[config.mk]
export PLATFORM = sky130hd
export DESIGN_NAME = alu_share_arbiter
export DESIGN_NICKNAME = d
export VERILOG_FILES = /design/src/rtl/alu_share_pkg.sv /design/src/rtl/alu_op_unit.sv /design/src/rtl/alu_share_arbiter.sv
export SDC_FILE = /design/constraint.sdc
export NUM_CORES = 1
export LEC_CHECK = 0
export ABC_AREA = 1
export CAP_MARGIN = 40
export CORE_ASPECT_RATIO = 0.6
export CORE_MARGIN = 2
export CORE_UTILIZATION = 44
export CTS_CLUSTER_SIZE = 16
export DETAILED_ROUTE_END_ITERATION = 16
export PLACE_DENSITY = 0.77
export SYNTH_ARGS = -nofsm -noshare
export SYNTH_HDL_FRONTEND = slang
export SYNTH_SLANG_ARGS = --single-unit
[constraint.sdc]
create_clock -name clk -period 1.9 [get_ports clk]
set_clock_uncertainty 0.15 [all_clocks]
set_input_delay 0.19 -clock clk [delete_from_list [all_inputs] [get_ports clk]]
set_output_delay 0.19 -clock clk [all_outputs]
set_load 0.03 [all_outputs]
[src/rtl/alu_share_pkg.sv]
// Shared types for the two-requester ALU arbiter: opcode map, FSM states, requester count.
package alu_share_pkg;

  localparam int unsigned OP_W = 4;
  localparam int unsigned NREQ = 2;

  typedef enum logic [OP_W-1:0] {
    OP_ADD  = 4'd0,
    OP_SHR  = 4'd1,
    OP_GT   = 4'd2,
    OP_EQ   = 4'd3,
    OP_AND  = 4'd4,
    OP_RAND = 4'd5,
    OP_LOR  = 4'd6,
    OP_CAT  = 4'd7,
    OP_MAX  = 4'd8
  } op_e;

  typedef enum logic [1:0] {
    IDLE,
    EXEC,
    RESP
  } state_e;

endpackage

[src/rtl/alu_op_unit.sv]
// Combinational operator unit; opcodes outside the map yield zero with err set.
module alu_op_unit
  import alu_share_pkg::*;
#(
  parameter int unsigned W = 4
) (
  input  logic [OP_W-1:0] op,
  input  logic [W-1:0]    a,
  input  logic [W-1:0]    b,
  input  logic [W-1:0]    c,
  input  logic [W-1:0]    d,
  output logic [W-1:0]    y,
  output logic            err
);

  always_comb begin
    y   = '0;
    err = 1'b0;
    case (op)
      OP_ADD:  y    = b + c;
      OP_SHR:  y    = b >> c;
      OP_GT:   y[0] = (a > b);
      OP_EQ:   y[0] = (a == b);
      OP_AND:  y    = b & c;
      OP_RAND: y[0] = &b;
      OP_LOR:  y[0] = (a > b) || (a > d);
      OP_CAT:  y    = {c[W/2-1:0], d[W-1:W/2]};
      OP_MAX:  y    = (a > b) ? a : b;
      default: err  = 1'b1;
    endcase
  end

endmodule

[src/rtl/alu_share_arbiter.sv]
// Round-robin sharing of one alu_op_unit between two valid/ready requesters.
// Optional macro ALU_SHARE_STATS_EN adds saturating per-requester grant counters.
module alu_share_arbiter
  import alu_share_pkg::*;
#(
  parameter int unsigned W = 4
) (
  input  logic                 clk,
  input  logic                 rst,
  input  logic [NREQ-1:0]      req_valid,
  output logic [NREQ-1:0]      req_ready,
  input  logic [NREQ*OP_W-1:0] req_op,
  input  logic [NREQ*W-1:0]    req_a,
  input  logic [NREQ*W-1:0]    req_b,
  input  logic [NREQ*W-1:0]    req_c,
  input  logic [NREQ*W-1:0]    req_d,
  output logic                 rsp_valid,
  input  logic                 rsp_ready,
  output logic                 rsp_id,
  output logic [W-1:0]         rsp_data,
  output logic                 rsp_err
`ifdef ALU_SHARE_STATS_EN
  ,
  output logic [7:0]           grant_cnt0,
  output logic [7:0]           grant_cnt1
`endif
);

  state_e          state, state_nxt;
  logic            last_grant;
  logic            gnt;
  logic            accept;
  logic [OP_W-1:0] op_q;
  logic [W-1:0]    a_q, b_q, c_q, d_q;
  logic            id_q;
  logic [W-1:0]    alu_y;
  logic            alu_err;

  always_comb begin
    gnt       = (&req_valid) ? ~last_grant : req_valid[1];
    req_ready = '0;
    accept    = 1'b0;
    state_nxt = state;
    case (state)
      IDLE: begin
        if (|req_valid) begin
          req_ready[gnt] = 1'b1;
          accept         = 1'b1;
          state_nxt      = EXEC;
        end
      end
      EXEC:    state_nxt = RESP;
      RESP:    if (rsp_ready) state_nxt = IDLE;
      default: state_nxt = IDLE;
    endcase
  end

  always_ff @(posedge clk) begin
    if (rst) begin
      state      <= IDLE;
      last_grant <= 1'b1;
      op_q       <= '0;
      a_q        <= '0;
      b_q        <= '0;
      c_q        <= '0;
      d_q        <= '0;
      id_q       <= 1'b0;
      rsp_valid  <= 1'b0;
      rsp_id     <= 1'b0;
      rsp_data   <= '0;
      rsp_err    <= 1'b0;
    end else begin
      state <= state_nxt;
      if (accept) begin
        op_q       <= req_op[OP_W*gnt +: OP_W];
        a_q        <= req_a[W*gnt +: W];
        b_q        <= req_b[W*gnt +: W];
        c_q        <= req_c[W*gnt +: W];
        d_q        <= req_d[W*gnt +: W];
        id_q       <= gnt;
        last_grant <= gnt;
      end
      if (state == EXEC) begin
        rsp_data  <= alu_y;
        rsp_err   <= alu_err;
        rsp_id    <= id_q;
        rsp_valid <= 1'b1;
      end else if (state == RESP && rsp_ready) begin
        rsp_valid <= 1'b0;
      end
    end
  end

  alu_op_unit #(.W(W)) u_alu (
    .op  (op_q),
    .a   (a_q),
    .b   (b_q),
    .c   (c_q),
    .d   (d_q),
    .y   (alu_y),
    .err (alu_err)
  );

`ifdef ALU_SHARE_STATS_EN
  always_ff @(posedge clk) begin
    if (rst) begin
      grant_cnt0 <= '0;
      grant_cnt1 <= '0;
    end else if (accept) begin
      if (!gnt && grant_cnt0 != '1) grant_cnt0 <= grant_cnt0 + 8'd1;
      if (gnt && grant_cnt1 != '1)  grant_cnt1 <= grant_cnt1 + 8'd1;
    end
  end
`endif

endmodule
[After elaboration in Yosys (flattened, before gate mapping)]
Index checks and enable logic that the tools add are counted.
Word-level totals
  output and inout bits: 9
  input port bits: 45
  register bits: 31
  logic and storage cells: 65
Cells by class
  equality and inequality tests: 13
  muxes and demuxes: 16
  add/subtract/negate cells: 1
  shift-type cells: 6
  bitwise logic cells: 2
  reduce and logical (&&, ||, !) cells: 11
  magnitude comparators: 4
Operators by type and width (count)
  $shiftx 8x4->4: 5
  $eq 4x3->1 const B: 4
  $pmux 3 s5: 1
  $pmux 1 s9: 1
  $reduce_or 9->1: 1
  $eq 4x2->1 const B: 2
  $gt 4x4->1: 2
  $mux 2: 4
  $mux 1: 7
  $pmux 2 s3: 1
  $add 4x4->4: 1
  $and 4x4->4: 1
  $eq 4x1->1 const B: 1
  $eq 4x4->1: 1
  $eq 4x4->1 const B: 1
  $logic_not 4->1: 1
  $mux 4: 1
  $ne 2x2->1 const B: 2
  $reduce_and 2->1: 2
  $reduce_and 4->1: 1
  $shr 4x4->4: 1
  $eq 2x1->1 const B: 1
  $eq 2x2->1 const B: 1
  $logic_and 1x1->1: 2
  8 further kinds: 8

[Depth between registers and ports, before layout]
Gate-level depths: netlist (run 1).
  depth in word-level cells: 8
  depth in mapped cells: 14
  gate-level depth less buffers: 14

[By module]
Synthesis (run 1) repeated with hierarchy kept, for this count alone.
Second synthesis, totals
  cell total of the unflattened synthesis: 353
  area, all modules: 2218.4 um2
By module, submodules not included
  alu_share_arbiter: area each 1447.6 um2, instances 1, sequential area each 620.6 um2, cells each 220
  alu_op_unit: area each 770.7 um2, instances 1, sequential area each 0.0 um2, cells each 133

[Worst setup path after synthesis (run 1)]
Ideal clock, no wire load.
  path type: register to register
  start point: register b_q[1]
  end point: register rsp_data[1]
  cell stages (with the launch flop): 13
  setup slack: 148 ps
  data required time: 1683 ps
  arrival: 1535 ps
  library setup time: 67 ps
  buffers on the path: 0
  period minus slack after synthesis: 1752 ps
  cell sequence: dfxtp_1 inv_1 ha_1 nand2_1 nand2_1 nand2_1 nand2_1 nand2_1 a21oi_1 o21ai_0 nand2_1 nand2_1 a21oi_2
On the way
  cells in the longest elaborated chain, start to end: 3
  elaborated cells on any way between the ends: 6
  classes of those cells: 1 x add/sub; 1 x order compare; 1 x shift; 2 x mux; 1 x bitwise
Ends and longest elaborated chain
  from (decl): line alu_share_arbiter.sv:34  | logic [W-1:0] a_q, b_q, c_q, d_q;
  from (signal assigned): line alu_share_arbiter.sv:77  | b_q <= req_b[W*gnt +: W];
  $gt 4x4->1: line alu_op_unit.sv:28  | OP_MAX: y = (a > b) ? a : b;
  $mux 4: line alu_op_unit.sv:28
  $pmux 3 s5 *: line alu_op_unit.sv:19  | case (op)
  to (signal assigned): line alu_share_arbiter.sv:84  | rsp_data <= alu_y;
  to (decl): line alu_share_arbiter.sv:20  | output logic [W-1:0] rsp_data,
Every way passes the cells marked *; elsewhere a longest branch is shown, timed or not.
A chain may end at the register's enable or synchronous reset.

[Final worst setup path (run 1)]
  start point: register b_q[2]
  end point: register rsp_data[3]
The elaborated chain is that of the path after synthesis.

==> flow_summary.ini, run 1 <==
[status]
status = complete, no violations

[clocking]
clockBufferDepth = 2
clk_latency_ns = 0.29
path_clk_slew_ns = 0.07
cts_tree = built
clockRootBuffer = clkbuf_8
cts-htree-levels = 2
postCtsHoldBufs = 0
cts_inserted_buffers = 5
clkSinkCount = 31

[floorplanning]
initial_core_util = 0.470
die_y_um = 56.0
fp.dieW_um = 90.6
core-area_um2 = 4210
rows = 18
boundaryPins = 54
die-area_um2 = 5070

[final_layout]
syn_to_final_growth_pct = 42.7
n_fill_cell = 377
diodes = 0
ff_latch_area_um2 = 621
final_core_util = 0.671
layout-drive-gt1-share = 0.145
fin_area_um2 = 2830
final_nets = 423
multi_input_area_um2 = 1230

[synthesis]
async_reset_ff_frac = 0
syn_area_per_cell_um2 = 6.76
synth_edf_count = 0
synth-xor-area-share = 0.00442
synth_simple_gate_area_frac = 0.332
synth.net_count = 352
ys_warn_count = 0
synthAdderAreaFrac = 0.0922
yosysTopAreaCell = dfxtp_1
synth_top_family_by_area = simple AND/OR/NAND/NOR gates
ys_seq_area_frac = 0.313
synthCells = 293
synth_compound_area_frac = 0.172
synth_area_um2 = 1980
ys_types = 31
synth_ff_type = dfxtp_1
synthMuxAreaShare = 0
synth_area_leaders = dfxtp_1 (31%), nand2_1 (19%), ha_1 (8.2%), a31oi_1 (6.3%), inv_1 (5.1%)
synth_top_area_share = 0.313
synth-seq-cells = 31

[global_route]
grt_pass1_wl_mm = 9.13
grt_start_max_net_pins = 22
grt_usage = 0.230
gr-total-overflow = 0
grt_pass1_vias = 1929
antenna_found_initial = 0

[placement]
detailed_place.area_um2 = 2640
dp_hpwl_mm = 4.39
port_buffers = 53
gp_congestion = 0.993

[timing]
timing.fmax_ghz = 0.556
whs_ns = 0.312
rsz0062_at_grt = no
slew_viol_final = 0
max_slew_margin = 0.753
worstMarginPinSlew_ns = 0.370
finalSetupViolCount = 0
period_minus_slack_ns = 1.80
finalSetupTns_ns = 0
hold_viol_final = 0
period_share = 0.947

[critical_path]
cp_max_fo = 5
cp_slowest_stage_delay_ns = 0.35
cp.arrival_ns = 1.83
path_cells = buf_4 -> ha_1 -> a21oi_1 -> a21boi_0 -> o21ai_0 -> nand3_1 -> nand2_1 -> a21oi_1
start_kind = flip-flop
crit_path_frequent_cell = a21oi_1
rrSetupSlack_ns = 0.10
crit_path_end_kind = flip-flop
cp_num_buf_inv = 1
required_ns = 1.93
timing.setup.critical_path_class = flip-flop to flip-flop
critPathTopFamily = compound AO/OA/AOI/OAI gates
crit_slowest_cell = ha_1

[detailed_routing]
wl_per_cell_um = 13.3
vias = 2148
vias_per_cell = 5.05
drt_pass1_iterations = 5
drc_errors = 0
drt_iter0_drc = 156
drt_wl_total_mm = 5.66
antenna_left = 0

[worst_hold_path]
hold_path.class = input pin to flip-flop

[power_and_ir_drop]
p_int_mw = 1.50
clkPwrFrac = 0.298
seqPwrFrac = 0.342
total_power_mw = 2.28
p_leak_nw = 1.22
p_comb_frac = 0.360
peakVddDrop_v = 0.000396
p_sw_uw = 778
sw_frac_of_total = 0.342
powerDensity_nw_per_um2 = 806

[flow_run]
drv_cap = 0
==> worst register-to-register path, cell delays in order (launching register included) <==
cell	delay, ns
dfxtp_1	0.31
buf_4	0.15
ha_1	0.35
a21oi_1	0.20
a21boi_0	0.13
o21ai_0	0.17
nand3_1	0.10
nand2_1	0.07
a21oi_1	0.05
==> cell type report <==
| type | count | share of cell area |
|---|---|---|
| Multi-Input combinational cell | 222 | 0.435 |
| Timing Repair Buffer | 71 | 0.234 |
| Sequential cell | 31 | 0.220 |
| Inverter | 33 | 0.0438 |
| Clock buffer | 6 | 0.0292 |
| Tap cell | 60 | 0.0266 |
| Clock inverter | 2 | 0.0124 |
==> what timing repair did <==
| action | CTS | global route |
|---|---|---|
| buffers inserted | 0 | 4 |
| resized for setup | 0 | 10 |
| endpoints found under the setup margin | 0 | 5 |
==> Yosys cell counts (2+ instances only) <==
cell type,number
a21oi_1,16
a31oi_1,20
buf_2,2
buf_4,2
dfxtp_1,31
ha_1,13
inv_1,27
inv_2,6
nand2_1,98
nand3_1,16
nand3b_1,2
nor2_1,22
nor2_4,4
nor3_1,2
o211ai_1,2
o21ai_0,15
==> power by group through the flow <==
| stage | Combinational, mW | Sequential, mW | Clock (mW) |
|---|---|---|---|
| 6_report | 0.820 | 0.778 | 0.679 |
| 5_1_grt | 0.906 | 0.788 | 0.717 |
| 2_1_floorplan | 0.450 | 0.810 | 0 |
| 3_5_place_dp | 0.761 | 0.790 | 0 |
| 4_1_cts | 0.765 | 0.776 | 0.681 |
| 3_3_place_gp | 0.743 | 0.789 | 0 |
==> sequential cells by signal, indices dropped and copies added, names as in the netlist <==
| name | cells |
|---|---|
| rsp_err | 1 |
| rsp_id | 1 |
| d_q | 4 |
| a_q | 4 |
| rsp_valid | 1 |
| rsp_data | 4 |
| id_q | 1 |
| state | 2 |
| op_q | 4 |
| b_q | 4 |
| last_grant | 1 |
| c_q | 4 |
==> final timing paths <==
| kind | startpoint | end | cells after the start |
|---|---|---|---|
| min | req_op[1] | op_q[1] | 3 |
| max | b_q[2] | rsp_data[3] | 8 |
| max reg2reg | b_q[2] | rsp_data[3] | 8 |
| min reg2reg | last_grant | last_grant | 2 |
==> per-layer routing <==
metal / GRT usage / wire length, µm / vias to the layer above / part of all wire
met4: 0.0857 / 82 / 0 / 0.014
met5: 0 / 0 / - / 0
met2: 0.330 / 2250 / 100 / 0.40
met1: 0.333 / 2790 / 925 / 0.49
met3: 0.0528 / 534 / 11 / 0.094
li1: - / - / 1112 / -
==> cell usage in the layout (no fill, tap or decap) <==
cell type        count
nand3b_2             1
nor2_1              21
nor3_1               1
bufinv_16            1
nand3_1             16
o21ai_1              1
a21oi_2              2
ha_1                11
fa_1                 1
inv_2                7
nor3_4               1
o21ai_0             15
a21oi_1             15
nor3_2               1
nand3b_1             2
clkinv_2             1
o211ai_1             2
o21ai_4              1
clkbuf_8             6
nor2_4               4
a31oi_1             20
inv_1               26
nor4_2               1
xnor2_1              1
a22oi_1              1
a21boi_0             1
clkdlybuf4s50_1     51
dfxtp_1             31
nand2_1             95
ha_2                 1
nand2_2              2
ha_4                 1
nor2_2               1
nand4_1              1
nand2_4              2
buf_4               20
==> metrics by stage <==
| step | setup WS [ns] | std cells |
|---|---|---|
| 2_1_floorplan | 0.148 | 293 |
| 3_3_place_gp | 0.147 | 413 |
| 3_5_place_dp | 0.0427 | 413 |
| 4_1_cts | 0.0279 | 421 |
| 5_1_grt | 0.00555 | 425 |
| 6_report | 0.101 | 425 |
==> cells by family (layout without fill, tap and decap cells) <==
logic type,Yosys count,after routing
adder cells (fa/ha/maj),14,14
XOR/XNOR,1,1
AND/OR/NAND/NOR,149,149
AO/OA/AOI/OAI,58,58
flip-flops,31,31
buffers and inverters,40,112
No activity file was read; power rests on OpenSTA's default activity.
==> run 2: changes to the inputs <==
--- a/config.mk
+++ b/config.mk
@@ -13,6 +13,7 @@
 export CTS_CLUSTER_SIZE = 16
 export DETAILED_ROUTE_END_ITERATION = 16
 export PLACE_DENSITY = 0.77
+export SLEW_MARGIN = 20
 export SYNTH_ARGS = -nofsm -noshare
 export SYNTH_HDL_FRONTEND = slang
 export SYNTH_SLANG_ARGS = --single-unit
==> results of run 2 <==
Final layout, timing and power as in run 1 (identical DEF).
